`src/rtl/msx_keyboard_matrix.sv`:
```
// MSX1 keyboard matrix responder: decodes PS/2 set-2 bytes into an active-low
// key matrix and returns the column byte for the row the PPI selects.
module msx_keyboard_matrix #(
    parameter int unsigned ROWS       = 11,
    parameter int unsigned PAUSE_SKIP = 7
) (
    input  logic       i_clk,
    input  logic       i_reset,
    input  logic [7:0] i_kbd_data,
    input  logic       i_kbd_valid,
    input  logic [3:0] i_row_sel,
    output logic [7:0] o_cols,
    output logic       o_key_event
);

    typedef enum logic [2:0] {StIdle, StExt, StBrk, StExtBrk, StSkip} state_t;

    state_t     r_state;
    logic [7:0] r_skip_cnt;
    logic [7:0] r_matrix [ROWS];
    logic       r_lshift;
    logic       r_rshift;
    logic       r_key_event;
    logic [7:0] r_cols;

    logic       w_make;
    logic       w_brk;
    logic       w_ext;
    logic [7:0] w_lut;
    logic [3:0] w_row;
    logic [2:0] w_bit;
    logic       w_map_hit;
    logic       w_cur_bit;
    logic       w_map_evt;
    logic       w_lshift_d;
    logic       w_rshift_d;
    logic       w_shift_evt;
    logic [7:0] w_row_val;

    // {ext,code} -> {hit, row[3:0], bit[2:0]}; shift keys are handled separately
    function automatic logic [7:0] lut(input logic [8:0] key);
        lut = 8'h00;
        case (key)
            9'h045: lut = {1'b1, 4'd0, 3'd0};  9'h016: lut = {1'b1, 4'd0, 3'd1};
            9'h01E: lut = {1'b1, 4'd0, 3'd2};  9'h026: lut = {1'b1, 4'd0, 3'd3};
            9'h025: lut = {1'b1, 4'd0, 3'd4};  9'h02E: lut = {1'b1, 4'd0, 3'd5};
            9'h036: lut = {1'b1, 4'd0, 3'd6};  9'h03D: lut = {1'b1, 4'd0, 3'd7};
            9'h03E: lut = {1'b1, 4'd1, 3'd0};  9'h046: lut = {1'b1, 4'd1, 3'd1};
            9'h04E: lut = {1'b1, 4'd1, 3'd2};  9'h055: lut = {1'b1, 4'd1, 3'd3};
            9'h05D: lut = {1'b1, 4'd1, 3'd4};  9'h054: lut = {1'b1, 4'd1, 3'd5};
            9'h05B: lut = {1'b1, 4'd1, 3'd6};  9'h04C: lut = {1'b1, 4'd1, 3'd7};
            9'h052: lut = {1'b1, 4'd2, 3'd0};  9'h00E: lut = {1'b1, 4'd2, 3'd1};
            9'h041: lut = {1'b1, 4'd2, 3'd2};  9'h049: lut = {1'b1, 4'd2, 3'd3};
            9'h04A: lut = {1'b1, 4'd2, 3'd4};  9'h01C: lut = {1'b1, 4'd2, 3'd6};
            9'h032: lut = {1'b1, 4'd2, 3'd7};
            9'h021: lut = {1'b1, 4'd3, 3'd0};  9'h023: lut = {1'b1, 4'd3, 3'd1};
            9'h024: lut = {1'b1, 4'd3, 3'd2};  9'h02B: lut = {1'b1, 4'd3, 3'd3};
            9'h034: lut = {1'b1, 4'd3, 3'd4};  9'h033: lut = {1'b1, 4'd3, 3'd5};
            9'h043: lut = {1'b1, 4'd3, 3'd6};  9'h03B: lut = {1'b1, 4'd3, 3'd7};
            9'h042: lut = {1'b1, 4'd4, 3'd0};  9'h04B: lut = {1'b1, 4'd4, 3'd1};
            9'h03A: lut = {1'b1, 4'd4, 3'd2};  9'h031: lut = {1'b1, 4'd4, 3'd3};
            9'h044: lut = {1'b1, 4'd4, 3'd4};  9'h04D: lut = {1'b1, 4'd4, 3'd5};
            9'h015: lut = {1'b1, 4'd4, 3'd6};  9'h02D: lut = {1'b1, 4'd4, 3'd7};
            9'h01B: lut = {1'b1, 4'd5, 3'd0};  9'h02C: lut = {1'b1, 4'd5, 3'd1};
            9'h03C: lut = {1'b1, 4'd5, 3'd2};  9'h02A: lut = {1'b1, 4'd5, 3'd3};
            9'h01D: lut = {1'b1, 4'd5, 3'd4};  9'h022: lut = {1'b1, 4'd5, 3'd5};
            9'h035: lut = {1'b1, 4'd5, 3'd6};  9'h01A: lut = {1'b1, 4'd5, 3'd7};
            9'h014: lut = {1'b1, 4'd6, 3'd1};  9'h114: lut = {1'b1, 4'd6, 3'd1};
            9'h011: lut = {1'b1, 4'd6, 3'd2};  9'h058: lut = {1'b1, 4'd6, 3'd3};
            9'h111: lut = {1'b1, 4'd6, 3'd4};  9'h005: lut = {1'b1, 4'd6, 3'd5};
            9'h006: lut = {1'b1, 4'd6, 3'd6};  9'h004: lut = {1'b1, 4'd6, 3'd7};
            9'h00C: lut = {1'b1, 4'd7, 3'd0};  9'h003: lut = {1'b1, 4'd7, 3'd1};
            9'h076: lut = {1'b1, 4'd7, 3'd2};  9'h00D: lut = {1'b1, 4'd7, 3'd3};
            9'h00A: lut = {1'b1, 4'd7, 3'd4};  9'h066: lut = {1'b1, 4'd7, 3'd5};
            9'h083: lut = {1'b1, 4'd7, 3'd6};  9'h05A: lut = {1'b1, 4'd7, 3'd7};
            9'h15A: lut = {1'b1, 4'd7, 3'd7};
            9'h029: lut = {1'b1, 4'd8, 3'd0};  9'h16C: lut = {1'b1, 4'd8, 3'd1};
            9'h170: lut = {1'b1, 4'd8, 3'd2};  9'h171: lut = {1'b1, 4'd8, 3'd3};
            9'h16B: lut = {1'b1, 4'd8, 3'd4};  9'h175: lut = {1'b1, 4'd8, 3'd5};
            9'h172: lut = {1'b1, 4'd8, 3'd6};  9'h174: lut = {1'b1, 4'd8, 3'd7};
            9'h07C: lut = {1'b1, 4'd9, 3'd0};  9'h079: lut = {1'b1, 4'd9, 3'd1};
            9'h14A: lut = {1'b1, 4'd9, 3'd2};  9'h070: lut = {1'b1, 4'd9, 3'd3};
            9'h069: lut = {1'b1, 4'd9, 3'd4};  9'h072: lut = {1'b1, 4'd9, 3'd5};
            9'h07A: lut = {1'b1, 4'd9, 3'd6};  9'h06B: lut = {1'b1, 4'd9, 3'd7};
            9'h073: lut = {1'b1, 4'd10, 3'd0}; 9'h074: lut = {1'b1, 4'd10, 3'd1};
            9'h06C: lut = {1'b1, 4'd10, 3'd2}; 9'h075: lut = {1'b1, 4'd10, 3'd3};
            9'h07D: lut = {1'b1, 4'd10, 3'd4}; 9'h07B: lut = {1'b1, 4'd10, 3'd5};
            9'h071: lut = {1'b1, 4'd10, 3'd7};
            default: lut = 8'h00;
        endcase
    endfunction

    // Decode the incoming byte into a make/break action and its matrix effect
    always_comb begin
        w_make = 1'b0;
        w_brk  = 1'b0;
        w_ext  = 1'b0;
        if (i_kbd_valid) begin
            case (r_state)
                StIdle: begin
                    if (!(i_kbd_data inside {8'hE0, 8'hF0, 8'hE1, 8'hAA, 8'hFA, 8'hEE, 8'hFE}))
                        w_make = 1'b1;
                end
                StExt: begin
                    if (!(i_kbd_data inside {8'hF0, 8'h12, 8'h59})) begin
                        w_make = 1'b1;
                        w_ext  = 1'b1;
                    end
                end
                StBrk: w_brk = 1'b1;
                StExtBrk: begin
                    if (!(i_kbd_data inside {8'h12, 8'h59})) begin
                        w_brk = 1'b1;
                        w_ext = 1'b1;
                    end
                end
                default: ;
            endcase
        end
        w_lut     = lut({w_ext, i_kbd_data});
        w_row     = w_lut[6:3];
        w_bit     = w_lut[2:0];
        w_map_hit = w_lut[7] && (32'(w_row) < ROWS) && (w_make || w_brk);
        w_cur_bit = w_map_hit ? r_matrix[w_row][w_bit] : 1'b1;
        // New bit value equals w_brk, so a toggle is any difference from it
        w_map_evt = w_map_hit && (w_cur_bit != w_brk);

        w_lshift_d = r_lshift;
        w_rshift_d = r_rshift;
        if ((w_make || w_brk) && !w_ext && i_kbd_data == 8'h12) w_lshift_d = w_make;
        if ((w_make || w_brk) && !w_ext && i_kbd_data == 8'h59) w_rshift_d = w_make;
        w_shift_evt = (w_lshift_d | w_rshift_d) != (r_lshift | r_rshift);
    end

    // Prefix FSM, matrix/shift state and key-event pulse
    always_ff @(posedge i_clk) begin
        if (i_reset) begin
            r_state     <= StIdle;
            r_skip_cnt  <= 8'd0;
            r_lshift    <= 1'b0;
            r_rshift    <= 1'b0;
            r_key_event <= 1'b0;
            for (int i = 0; i < int'(ROWS); i++) r_matrix[i] <= 8'hFF;
        end else begin
            r_key_event <= w_map_evt || w_shift_evt;
            r_lshift    <= w_lshift_d;
            r_rshift    <= w_rshift_d;
            if (w_map_hit) r_matrix[w_row][w_bit] <= w_brk;
            if (i_kbd_valid) begin
                case (r_state)
                    StIdle: begin
                        if (i_kbd_data == 8'hE0) r_state <= StExt;
                        else if (i_kbd_data == 8'hF0) r_state <= StBrk;
                        else if (i_kbd_data == 8'hE1) begin
                            r_state    <= StSkip;
                            r_skip_cnt <= 8'(PAUSE_SKIP);
                        end
                    end
                    StExt:    r_state <= (i_kbd_data == 8'hF0) ? StExtBrk : StIdle;
                    StBrk:    r_state <= StIdle;
                    StExtBrk: r_state <= StIdle;
                    StSkip: begin
                        r_skip_cnt <= (r_skip_cnt == 8'd0) ? 8'd0 : r_skip_cnt - 8'd1;
                        if (r_skip_cnt <= 8'd1) r_state <= StIdle;
                    end
                    default: r_state <= StIdle;
                endcase
            end
        end
    end

    // Selected row with the shared shift bit overlaid on r6b0
    always_comb begin
        w_row_val = 8'hFF;
        if (32'(i_row_sel) < ROWS) begin
            w_row_val = r_matrix[i_row_sel];
            if (i_row_sel == 4'd6) w_row_val[0] = ~(r_lshift | r_rshift);
        end
    end

    // Registered column output, one cycle behind row_sel
    always_ff @(posedge i_clk) begin
        if (i_reset) r_cols <= 8'hFF;
        else         r_cols <= w_row_val;
    end

    assign o_cols      = r_cols;
    assign o_key_event = r_key_event;

endmodule

```
`config.mk`:
```
export PLATFORM = sky130hd
export DESIGN_NAME = msx_keyboard_matrix
export DESIGN_NICKNAME = d
export VERILOG_FILES = /design/src/rtl/msx_keyboard_matrix.sv
export SDC_FILE = /design/constraint.sdc
export NUM_CORES = 1
export LEC_CHECK = 0
export BUFFER_PORTS_ARGS = -buffer_cell sky130_fd_sc_hd__clkbuf_2
export CELL_PAD_IN_SITES_DETAIL_PLACEMENT = 1
export CELL_PAD_IN_SITES_GLOBAL_PLACEMENT = 2
export CORE_MARGIN = 1
export CORE_UTILIZATION = 43
export CTS_CLUSTER_SIZE = 16
export DETAILED_ROUTE_END_ITERATION = 8
export PLACE_DENSITY_LB_ADDON = 0.05
export SLEW_MARGIN = 10
export SYNTH_ARGS = -nofsm -noshare
export SYNTH_HDL_FRONTEND = slang
export SYNTH_SLANG_ARGS = --single-unit
```
`constraint.sdc`:
```
create_clock -name i_clk -period 11.06 [get_ports i_clk]
set_input_delay 0.553 -clock i_clk [delete_from_list [all_inputs] [get_ports i_clk]]
set_output_delay 0.553 -clock i_clk [all_outputs]
set_load 0.01 [all_outputs]
```
==> results of run 1 <==
==> worst max-delay path, cell delays in order <==
cell and delay, ns:
clkbuf_2 0.40, or4b_1 0.79, o221a_2 0.37, nand3_1 0.42
a21oi_1 0.25, a32o_1 0.44, a32o_1 0.36, nand2b_1 0.27
nand2b_1 0.61, buf_4 0.42, nor2_1 0.45, nand2_1 0.12
==> layout by cell type (no fill, tap or decap), drive strengths merged, types with 12 or more instances in the layout <==
| cell type | instances |
|---|---|
| buf | 17 |
| nand2 | 151 |
| mux4 | 19 |
| nor3 | 26 |
| conb | 26 |
| o22ai | 12 |
| nand2b | 16 |
| clkbuf | 41 |
| nand3 | 36 |
| o21ai | 132 |
| edfxtp | 104 |
| mux2i | 16 |
| a21oi | 35 |
| inv | 24 |
| nor2 | 73 |
| dfxtp | 30 |
==> worst paths after layout <==
check / slack (ns) / startpoint / depth (start not counted) / end
setup / recovery: 5.72 / i_kbd_data[5] / 12 / r_matrix[1][6]$_SDFFCE_PN1P_
hold reg to reg: 0.48 / r_matrix[10][6]$_SDFFE_PP1P_ / 1 / r_matrix[10][6]$_SDFFE_PP1P_
hold / removal: 0.48 / r_matrix[10][6]$_SDFFE_PP1P_ / 1 / r_matrix[10][6]$_SDFFE_PP1P_
setup reg to reg: 6.51 / r_state[1]$_SDFFE_PP0P_ / 10 / r_matrix[1][6]$_SDFFCE_PN1P_
==> registers in the layout (all words and copies together), names as in the netlist <==
name / cells
o_cols: 8
o_key_event: 1
r_lshift: 1
r_matrix: 112
r_rshift: 1
r_skip_cnt: 8
r_state: 3
==> layer usage <==
layer	up-vias	track usage	part of all wire
met5	-	0	0
met4	0	0.153	0.039
met2	472	0.535	0.46
met3	97	0.0799	0.094
li1	3825	-	-
met1	4474	0.449	0.40
==> per-stage QoR <==
step / area, um^2 / power, uW / hold WS [ns]
final: 9970 / 1340 / 0.479
after global routing: 9970 / 1380 / 0.501
after CTS: 9970 / 1340 / 0.480
after detailed placement: 9390 / 785 / 0.464
after global placement: 9390 / 779 / 0.454
after floorplan: 9190 / 717 / 0.434
==> cells in the mapped netlist, types with 5 or more instances <==
library cell | number | share of area
nor3_1 | 23 | 0.013
nand2_1 | 150 | 0.062
nand3b_1 | 6 | 0.0049
o2111ai_1 | 5 | 0.0048
clkbuf_1 | 56 | 0.023
mux4_2 | 18 | 0.045
buf_1 | 6 | 0.0025
mux2i_1 | 16 | 0.018
a2111oi_0 | 5 | 0.0048
o22ai_1 | 12 | 0.0082
o211ai_1 | 8 | 0.0066
a31oi_1 | 8 | 0.0055
o21ai_0 | 129 | 0.071
a211o_1 | 5 | 0.0048
buf_2 | 25 | 0.014
inv_1 | 16 | 0.0066
and2_1 | 5 | 0.0034
a211oi_1 | 8 | 0.0066
or2_2 | 7 | 0.0048
and3_1 | 11 | 0.0076
a221oi_1 | 5 | 0.0048
mux2_2 | 10 | 0.012
nor2_1 | 72 | 0.030
nand3_1 | 36 | 0.020
nor4bb_1 | 7 | 0.0077
or3_1 | 11 | 0.0076
nor4_1 | 11 | 0.0076
o221ai_1 | 7 | 0.0067
nand2b_1 | 16 | 0.011
xnor2_1 | 7 | 0.0067
o311ai_1 | 8 | 0.0077
nor4b_1 | 5 | 0.0048
dfxtp_1 | 30 | 0.066
a32o_1 | 5 | 0.0055
a21oi_1 | 33 | 0.018
nor2b_1 | 10 | 0.0069
edfxtp_1 | 104 | 0.34
==> cell families after synthesis <==
family	synth area share
AOI/OAI and AO/OA	0.223
xor gates and xnor gates	0.00770
adders and majority gates	0.00412
buffers and inverters	0.0488
DFF	0.409
muxes	0.0786
other	0.000825
and+or+nand+nor	0.228
==> power by group <==
part | internal [uW] | total, uW | switching, uW
logic | 66.6 | 214 | 148
clock network | 303 | 561 | 258
registers | 559 | 567 | 8.21
total | 929 | 1340 | 414
==> cell type report <==
cell class,count,share of cell area
Multi-Input combinational cell,797,0.504
Sequential cell,134,0.374
Clock buffer,18,0.0441
Tap cell,270,0.0339
Timing Repair Buffer,40,0.0244
Clock inverter,14,0.0136
Inverter,17,0.00640
Antenna cell,1,0.000251
==> reports/summary.md, run 1 <==
The net total in the final layout is 1025, and the count of state elements after synthesis is 134. After detailed routing, the number of remaining DRC violations is 0. CTS placed an instance of clkbuf_16 at the clock tree root.

Buffers inserted to repair hold after CTS numbered 0. The overall fraction of global-route tracks in use is 0.342. The tools report the critical path startpoint category as an input pin. The number of flops mapped to enable cells by yosys was 104.

The total number of vias was 8868. Static timing analysis puts the maximum clock frequency at 0.187 GHz. Power spread over the standard cell area amounts to 135 nW/um^2. The main flop type after synthesis was edfxtp_1.

The end-of-flow core utilization is 0.486, and the total I/O pin count is 24. The type of the worst setup path is input pin to flop. The die height works out to 147 um.

Leaving out filler cells and counting taps, the final layout contains 1291. The total of max-cap violations came out at 0. For this run, the number of Yosys warnings is 0. In this run the remaining antenna-violating nets after routing total 0. In this run the worst hold path is classified as flop to flop. The flow ran to the end, and the final reports show no timing, DRC or antenna violations. Summed over all failing endpoints, the final setup total negative slack is 0 ns. The leakage power figure was 0.00316 uW. The clock-pin slew of the registers on the worst-case setup and hold paths was 0.06 ns; the post-layout minimum cycle time was 5.34 ns. After clock tree synthesis, the repair step resized 0 gates. The logs give 2368 for the fill cell instance count of the final layout and 52 for the standard-cell row count.

Setup repair after global routing left no endpoint under its margin. For the worst endpoint required time, the log shows 11.19 ns. Data on the critical path arrives at its endpoint at 5.47 ns. The run gives 0 as the number of endpoints with negative hold slack in the final report. The core region is 20500 um^2.

In this run the horizontal extent of the chip is 147 um. For the pin with the worst max-slew slack, the measured transition is 1.32 ns. The first global-routing pass estimated 54900 um of wire. The tools report the initial antenna violation count as 1. The first TritonRoute pass finished after 5 iterations. The run gives 0.956 as the final weighted congestion in routability-driven placement. Number of port buffers: 23. The run gives 0.444 as the starting utilization of the core area. The clock net in this run drives a total of 134 sinks. The logs give 0.0720 mV for the maximum resistive drop on vdd and 9100 um^2 for the cell area after technology mapping. After detailed routing, the average wire length per cell comes to 28.1 um. The setup slack after layout came out at 5.72 ns.

The fraction of synthesis flops using an asynchronous set or reset pin was 0. Area of the die: 21800 um^2. In the routed layout, each cell is associated on average with a via count of 6.87.

From synthesis to final layout, the design area changed by 9.53%. Post-CTS timing repair inserted 0 buffers for setup. The sequential share of the synthesized area is 0.409, and the register area is 3720 um^2.

The number of global-route vias before repair was 8814. Fraction of final layout cells with drive strength greater than 1: 0.128. The final setup violation count is 0. The synthesized area per cell was 8.98 um^2; the instance count of the mapped netlist was 1013.

In this run the worst path has a maximum fanout of 36. TritonCTS created 17 clock buffers. The worst slack after detailed placement was 5.36 ns; the final critical-path share of the clock period was 0.483. The worst clock skew on the final layout was 0.00796 ns; the wire length reported by the detailed router was 36300 um. The clock reaches the later pin of the worst-skew pair after 0.43 ns. Synthesis instantiated 93 different standard cells from the library. The number of placed instances, taps included, is 1258. The logs give 0 for the final max-slew violation count and 88 for the maximum number of pins on one net before global-route repair. The footprint of the multi-input gates was 5020 um^2; the maximum count of clock buffers along a single path was 2. The H-tree was split into 4 levels. After legalization and detailed placement, the total HPWL measured 24800 um. In this run, the number of DRC markers left after iteration 0 of detailed routing was 755. STA classifies the critical path endpoint as a flop. The run gives 0.116 as the worst slew margin relative to its limit. TritonCTS built the clock tree. Summed over all layers, the global routing overflow is 0.
(Power assumes the default switching activity.)
==> inputs of run 2 (changes only) <==
--- a/config.mk
+++ b/config.mk
@@ -9,7 +9,7 @@
 export CELL_PAD_IN_SITES_DETAIL_PLACEMENT = 1
 export CELL_PAD_IN_SITES_GLOBAL_PLACEMENT = 2
 export CORE_MARGIN = 1
-export CORE_UTILIZATION = 43
+export CORE_UTILIZATION = 36
 export CTS_CLUSTER_SIZE = 16
 export DETAILED_ROUTE_END_ITERATION = 8
 export PLACE_DENSITY_LB_ADDON = 0.05
==> constraint.sdc (replaced) <==
create_clock -name i_clk -period 4.35 [get_ports i_clk]
set_input_delay 0.2175 -clock i_clk [delete_from_list [all_inputs] [get_ports i_clk]]
set_output_delay 0.2175 -clock i_clk [all_outputs]
set_load 0.01 [all_outputs]
==> reports/summary.md, run 2 (same netlist as run 1, synthesis figures left out) <==
Actual transition at the worst max-transition pin: 0.913 ns (was 1.32 ns). The total global routing overflow is 0 (unchanged). The final max-slew violation count was 0 (unchanged); the number of routed nets with antenna violations was 0 (unchanged). The number of sinks handled by clock tree synthesis is 134 (unchanged), and the biggest fanout along the worst timing path is 12 (was 36).

The run gives 817 (was 755) as the first-iteration detailed-routing DRC count. The total of max-cap violations came out at 0 (unchanged). The number of resized instances in the post-cts repair step is 0 (unchanged). The flow ran to the end, and the final reports show no timing, DRC or antenna violations. Counting I/O delays and the setup requirement, the final critical path takes 3.99 ns. The worst slack after detailed placement is 0.0104 ns (was 5.36 ns). For the number of diodes added for antenna fixing, the log shows 0 (was 1). The worst reg-to-reg path cell count is 12 (was 10), and the post-synthesis to final-layout area growth is 18.8% (was 9.53%). The cell count of the worst hold path works out to 3 (was 1). The run gives 0 (unchanged) as the count of buffers added by post-CTS timing repair for setup.

The number of global-route vias before repair was 9004 (was 8814); the standard-cell row count was 57 (was 52). Setup repair after global routing left no endpoint under its margin. The worst slew margin relative to its limit is 0.391 (was 0.116).

The register name with the most flops was r_matrix (unchanged). The wire length reported by the detailed router is 37500 um (was 36300 um), and the width of the die is 161 um (was 147 um). The tools report the final setup violation count as 0 (unchanged). The type of the worst setup path is input pin to flop (unchanged).

The tools report the final routed DRC violation total as 0 (unchanged). Cells along the critical path: clkbuf_2 -> buf_4 -> buf_4 -> or3b_2 -> a2111oi_0 -> buf_4 -> a31oi_1 -> and3_1 -> o21a_1 -> o2111ai_1 -> buf_4 -> nor2b_1 -> a21oi_1 -> o21ai_0 (was clkbuf_2 -> or4b_1 -> o221a_2 -> nand3_1 -> a21oi_1 -> a32o_1 -> a32o_1 -> nand2b_1 -> nand2b_1 -> buf_4 -> nor2_1 -> nand2_1). The logs give 0 (unchanged) for the quantity of hold-fixing buffers added after cts and 2908 (was 2368) for the fill cell instance count of the final layout. The tools report the number of iterations in the first detailed-routing pass as 5 (unchanged). Timing would allow up to 0.250 GHz. The tools report the cell at the root of the clock tree as clkbuf_16 (unchanged). The final critical-path share of the clock period came out at 0.918. The nature of the critical path endpoint is a flop (unchanged). The setup slack after layout was 0.356 ns (was 5.72 ns). The logs give 17 (unchanged) for the clock buffer count from CTS and 0.371 (was 0.444) for the starting utilization of the core area. The sum of negative setup slack was 0 ns (unchanged).

The worst setup slack for register-to-register paths was 0.65 ns (was 6.51 ns). The clock-pin slew of the registers on the worst-case setup and hold paths was 0.07 ns (was 0.06 ns). The tools report the capture endpoint of the worst hold path as o_cols[2]$_SDFF_PP1_ (was r_matrix[10][6]$_SDFFE_PP1P_).

The final weighted congestion in routability-driven placement is 0.918 (was 0.956). The area of the die was 25900 um^2 (was 21800 um^2); the initial antenna violation count was 1 (unchanged). The ratio of routed vias to standard cells is 6.14 (was 6.87), and the number of port buffers is 23 (unchanged).

TritonCTS built the clock tree. For the maximum number of pins on one net before global-route repair, the log shows 87 (was 88). The number of H-tree levels was 4 (unchanged); the worst-skew pair later-pin latency was 0.44 ns (was 0.43 ns).

The die height was 161 um (was 147 um); the leakage power figure was 0.00365 uW (was 0.00316 uW). The startpoint of the lowest-slack register-to-register path is r_state[1]$_SDFFE_PP0P_ (unchanged). The number of placed cells counting well taps is 1411 (was 1258), and the fraction of final layout cells with drive strength greater than 1 is 0.206 (was 0.128).

Counting stages on the worst path, the most repeated cell is buf_4. The worst stage delay on the critical path works out to 0.72 ns (was 0.79 ns). The worst hold path class is input pin to flop (was flop to flop). Flip-flop count of the largest register after layout: 112 (unchanged). The tools report the total half-perimeter wirelength after legalization and detailed placement as 26900 um (was 24800 um). The logs give 1124 (was 1025) for the net total in the final layout and 0 (unchanged) for the number of endpoints with negative hold slack in the final report. The end-of-flow core utilization was 0.441 (was 0.486). The worst clock skew on the final layout is 0.0150 ns (was 0.00796 ns), and the global-route wire length before repair is 56900 um (was 54900 um). The critical path data arrival time is 4.12 ns (was 5.47 ns), and the total I/O pin count is 24 (unchanged). The worst endpoint required time came out at 4.48 ns (was 11.19 ns). The end of the worst register-to-register path was r_matrix[10][5]$_SDFFE_PP1P_ (was r_matrix[1][6]$_SDFFCE_PN1P_). The total number of vias is 8866 (was 8868), and the routed length per instance is 26.0 um (was 28.1 um). The critical path startpoint category is an input pin (unchanged). The core region area came out at 24500 um^2 (was 20500 um^2).

The power per standard cell area is 322 nW/um^2 (was 135 nW/um^2). Commonest cells after routing, fill and taps aside: 150 x nand2_1, 129 x o21ai_0, 112 x buf_4 (was 150 x nand2_1, 129 x o21ai_0, 104 x edfxtp_1). Final hold slack: 0.258 ns (was 0.479 ns). The number of buffer and inverter stages on the critical path was 5 (was 2).

The maximum resistive drop on vdd was 0.188 mV (was 0.0720 mV). The number of standard cells in the layout, taps in and fillers out is 1443 (was 1291). The tools report the source of the worst hold timing path as i_row_sel[2] (was r_matrix[10][6]$_SDFFE_PP1P_). The top cell family by delay on the critical path was compound AO/OA/AOI/OAI gates (was simple AND/OR/NAND/NOR gates). The run gives 2 (unchanged) as the maximum count of clock buffers along a single path. Cell at the slowest stage of the critical path: a21oi_1 (was or4b_1). The run gives 0.295 (was 0.342) as the overall fraction of global-route tracks in use. Leading cell type in the layout, fill and taps excluded: nand2_1 (unchanged).
## run 2: changes by cell type in the layout (fill, tap and decap cells not counted), sizes merged
cell      before  now
clkinvlp       2    4
diode          1    0
clkbuf        41   40
inv           24   26
clkinv         5    2
buf           17  116
## run 2: metal layers
layer	global-route usage	vias up	wire length [um]
met5	0	-	0
met4	0.0982	0	1030
met3	0.0465	62	2520
met2	0.455	323	16600
met1	0.420	4462	17300
li1	-	4019	-
## run 2: cell type report
class	count	area, um^2	share of cell area
multi-input cells	797	5020	0.464
flip-flops and latches	134	3720	0.344
repair buffers	139	1040	0.0958
clock buffers	17	425	0.0393
well taps	324	405	0.0375
clock inverters	15	138	0.0127
inverters	17	63.8	0.00590
## run 2: worst max path at each step
| stage | startpoint | cells after the start | slack [ns] | end |
|---|---|---|---|---|
| 2_1_floorplan | i_kbd_data[5] | 15 | 0.64 | o_key_event$_SDFF_PP0_ |
| 4_1_cts | i_kbd_data[5] | 14 | 0.40 | r_matrix[8][5]$_SDFFCE_PN1P_ |
| 3_5_place_dp | i_kbd_data[5] | 14 | 0.01 | r_matrix[4][5]$_SDFFCE_PN1P_ |
| 5_1_grt | i_kbd_data[5] | 14 | 0.10 | r_matrix[8][5]$_SDFFCE_PN1P_ |
| 6_report | i_kbd_data[5] | 14 | 0.36 | r_matrix[8][5]$_SDFFCE_PN1P_ |
| 3_3_place_gp | i_kbd_data[5] | 14 | 0.007 | r_matrix[7][5]$_SDFFCE_PN1P_ |
## run 2: worst min-delay path, delay by kind of cell
kind            cells  cell delay [ns]
compound gates      1             0.11
buf+inv             1             0.27
simple gates        1             0.06
## run 2: power by group
group	switching (uW)	internal, uW
clock	675	755
combinational	386	224
sequential	23.5	1420
total	1080	2400
## run 2: metrics by stage
| step | power, uW | cell area, um^2 |
|---|---|---|
| floorplan | 1820 | 9190 |
| global placement | 2070 | 10300 |
| detailed placement | 2070 | 10300 |
| CTS | 3500 | 10800 |
| global route | 3590 | 10800 |
| finish | 3480 | 10800 |
==> inputs of run 3 (changes only) <==
--- a/config.mk
+++ b/config.mk
@@ -9,7 +9,7 @@
 export CELL_PAD_IN_SITES_DETAIL_PLACEMENT = 1
 export CELL_PAD_IN_SITES_GLOBAL_PLACEMENT = 2
 export CORE_MARGIN = 1
-export CORE_UTILIZATION = 36
+export CORE_UTILIZATION = 43
 export CTS_CLUSTER_SIZE = 16
 export DETAILED_ROUTE_END_ITERATION = 8
 export PLACE_DENSITY_LB_ADDON = 0.05
==> constraint.sdc (replaced) <==
create_clock -name i_clk -period 4.75 [get_ports i_clk]
set_input_delay 0.2375 -clock i_clk [delete_from_list [all_inputs] [get_ports i_clk]]
set_output_delay 0.2375 -clock i_clk [all_outputs]
set_load 0.01 [all_outputs]
==> reports/summary.md, run 3 (same netlist as run 1, synthesis figures left out) <==
The standard-cell row count is 52 (was 57). The worst clock skew on the final layout came out at 0.0173 ns (was 0.0150 ns). Sum of negative setup slack: 0 ns (unchanged). Commonest cells after routing, fill and taps aside: 150 x nand2_1, 129 x o21ai_0, 104 x edfxtp_1 (was 150 x nand2_1, 129 x o21ai_0, 112 x buf_4). The final routed DRC violation total is 0 (unchanged). The tools report the number of resized instances in the post-cts repair step as 0 (unchanged). The tools report the worst endpoint required time as 5.04 ns (was 4.48 ns). Static timing analysis puts the maximum clock frequency at 0.219 GHz.

The total half-perimeter wirelength after legalization and detailed placement was 26500 um (was 26900 um); the quantity of hold-fixing buffers added after cts was 0 (unchanged). The number of standard cells in the layout, taps in and fillers out is 1343 (was 1443), and the net total in the final layout is 1078 (was 1124). The end-of-flow core utilization is 0.507 (was 0.441). Number of placed cells counting well taps: 1311 (was 1411). For the wire length reported by the detailed router, the log shows 37000 um (was 37500 um).

For the first-iteration detailed-routing DRC count, the log shows 951 (was 817). The run finished with clean final reports. For the maximum number of pins on one net before global-route repair, the log shows 87 (unchanged). The worst slew margin relative to its limit is 0.337 (was 0.391). The die height is 147 um (was 161 um), and the actual transition at the worst max-transition pin is 0.995 ns (was 0.913 ns). Ratio of routed vias to standard cells: 6.68 (was 6.14). Leading cell type in the layout, fill and taps excluded: nand2_1 (unchanged). The run gives 0.263 mV (was 0.188 mV) as the maximum resistive drop on vdd. Count of buffers added by post-CTS timing repair for setup: 0 (unchanged). The width of the die was 147 um (was 161 um).

The type of the worst setup path was input pin to flop (unchanged). The logs give 4.85 ns (was 4.12 ns) for the critical path data arrival time and 24 (unchanged) for the total I/O pin count. The core region area was 20500 um^2 (was 24500 um^2). The setup slack after layout is 0.193 ns (was 0.356 ns). The tools report the critical path startpoint category as an input pin (unchanged). The tools report the clock buffer count from CTS as 17 (unchanged). The post-layout minimum cycle time is 4.56 ns.

The run gives 0.928 (was 0.918) as the final weighted congestion in routability-driven placement. TritonCTS built the clock tree. Worst hold path class: input pin to flop (unchanged). The starting utilization of the core area is 0.444 (was 0.371). Setup repair after global routing left no endpoint under its margin. The tools report the initial antenna violation count as 0 (was 1). The fraction of final layout cells with drive strength greater than 1 was 0.171 (was 0.206).

The register name with the most flops is r_matrix (unchanged). The run gives 0.58 ns (was 0.65 ns) as the worst setup slack for register-to-register paths. The overall fraction of global-route tracks in use is 0.348 (was 0.295), and the worst-skew pair later-pin latency is 0.44 ns (about the same). The number of iterations in the first detailed-routing pass was 5 (unchanged); the worst slack after detailed placement was -0.0542 ns (was 0.0104 ns). The logs give 0.00344 uW (was 0.00365 uW) for the leakage power figure and 0 (unchanged) for the number of diodes added for antenna fixing. The total of max-cap violations is 0 (unchanged), and the number of port buffers is 23 (unchanged). The total global routing overflow was 0 (unchanged); the post-synthesis to final-layout area growth was 14.3% (was 18.8%). The worst stage delay on the critical path is 0.62 ns (was 0.72 ns), and the routed length per instance is 27.6 um (was 26.0 um). The cell at the slowest stage of the critical path is a2111oi_0 (was a21oi_1). Flip-flop count of the largest register after layout: 112 (unchanged). The power per standard cell area is 304 nW/um^2 (was 322 nW/um^2), and the number of routed nets with antenna violations is 0 (unchanged). The number of sinks handled by clock tree synthesis was 134 (unchanged); the number of global-route vias before repair was 9166 (was 9004). The final critical-path share of the clock period came out at 0.959. The number of H-tree levels was 4 (unchanged). The dominant cell type by count on the critical path was buf_4 (unchanged).

The nature of the critical path endpoint was a flop (unchanged). The run gives 21800 um^2 (was 25900 um^2) as the area of the die. The clock-pin slew of the registers on the worst-case setup and hold paths is 0.07 ns (about the same), and the power consumption is 3170 uW (was 3480 uW). The tools report the final setup violation count as 0 (unchanged).

The global-route wire length before repair was 55900 um (was 56900 um). Maximum count of clock buffers along a single path: 2 (unchanged). The biggest fanout along the worst timing path is 23 (was 12). The tools report the cell at the root of the clock tree as clkbuf_16 (unchanged). Cells along the critical path: clkbuf_2 -> buf_4 -> or3b_2 -> a2111oi_0 -> buf_4 -> o41a_1 -> or3_1 -> a21oi_1 -> buf_4 -> a22o_1 -> o31ai_1 -> a221o_1 -> o21a_1 -> o221ai_2 (was clkbuf_2 -> buf_4 -> buf_4 -> or3b_2 -> a2111oi_0 -> buf_4 -> a31oi_1 -> and3_1 -> o21a_1 -> o2111ai_1 -> buf_4 -> nor2b_1 -> a21oi_1 -> o21ai_0). The total number of vias is 8970 (was 8866), and the final max-slew violation count is 0 (unchanged). The number of endpoints with negative hold slack in the final report is 0 (unchanged).
run 3: layer usage:
layer  track usage  wire [um]
met5             0          0
met4         0.115        831
met3        0.0722       3440
met2         0.541      16900
met1         0.483      15900
run 3: stage by stage:
step | hold slack [ns] | cell area [um^2]
2_1_floorplan | 0.433 | 9190
3_3_place_gp | 0.481 | 9840
3_5_place_dp | 0.512 | 9840
4_1_cts | 0.250 | 10400
5_1_grt | 0.283 | 10400
6_report | 0.263 | 10400
run 3: worst paths after layout:
path / to / from / cells past startpoint
setup / recovery: o_key_event$_SDFF_PP0_ / i_kbd_data[4] / 14
hold / removal: o_cols[1]$_SDFF_PP1_ / i_row_sel[2] / 3
setup reg to reg: o_key_event$_SDFF_PP0_ / r_state[2]$_SDFFE_PP0P_ / 12
hold reg to reg: r_skip_cnt[1]$_SDFFE_PP0P_ / r_skip_cnt[1]$_SDFFE_PP0P_ / 2
run 3: layout make-up:
class / count / area (um^2)
multi-input cells: 797 / 5020
well taps: 270 / 338
repair buffers: 93 / 691
inverters: 17 / 63.8
flip-flops and latches: 134 / 3720
clock buffers: 19 / 454
fillers: 2368 / 10100
clock inverters: 13 / 106
run 3: critical path, delay by kind of cell:
kind | cells | cell delay (ns)
and+or+nand+nor | 2 | 0.92
buffers and inverters | 4 | 1.12
AOI/OAI and AO/OA | 8 | 2.57
run 3: where the power goes:
| group | internal, uW | switching, uW |
|---|---|---|
| Combinational | 185 | 360 |
| Sequential | 1300 | 19.1 |
| Clock | 715 | 585 |
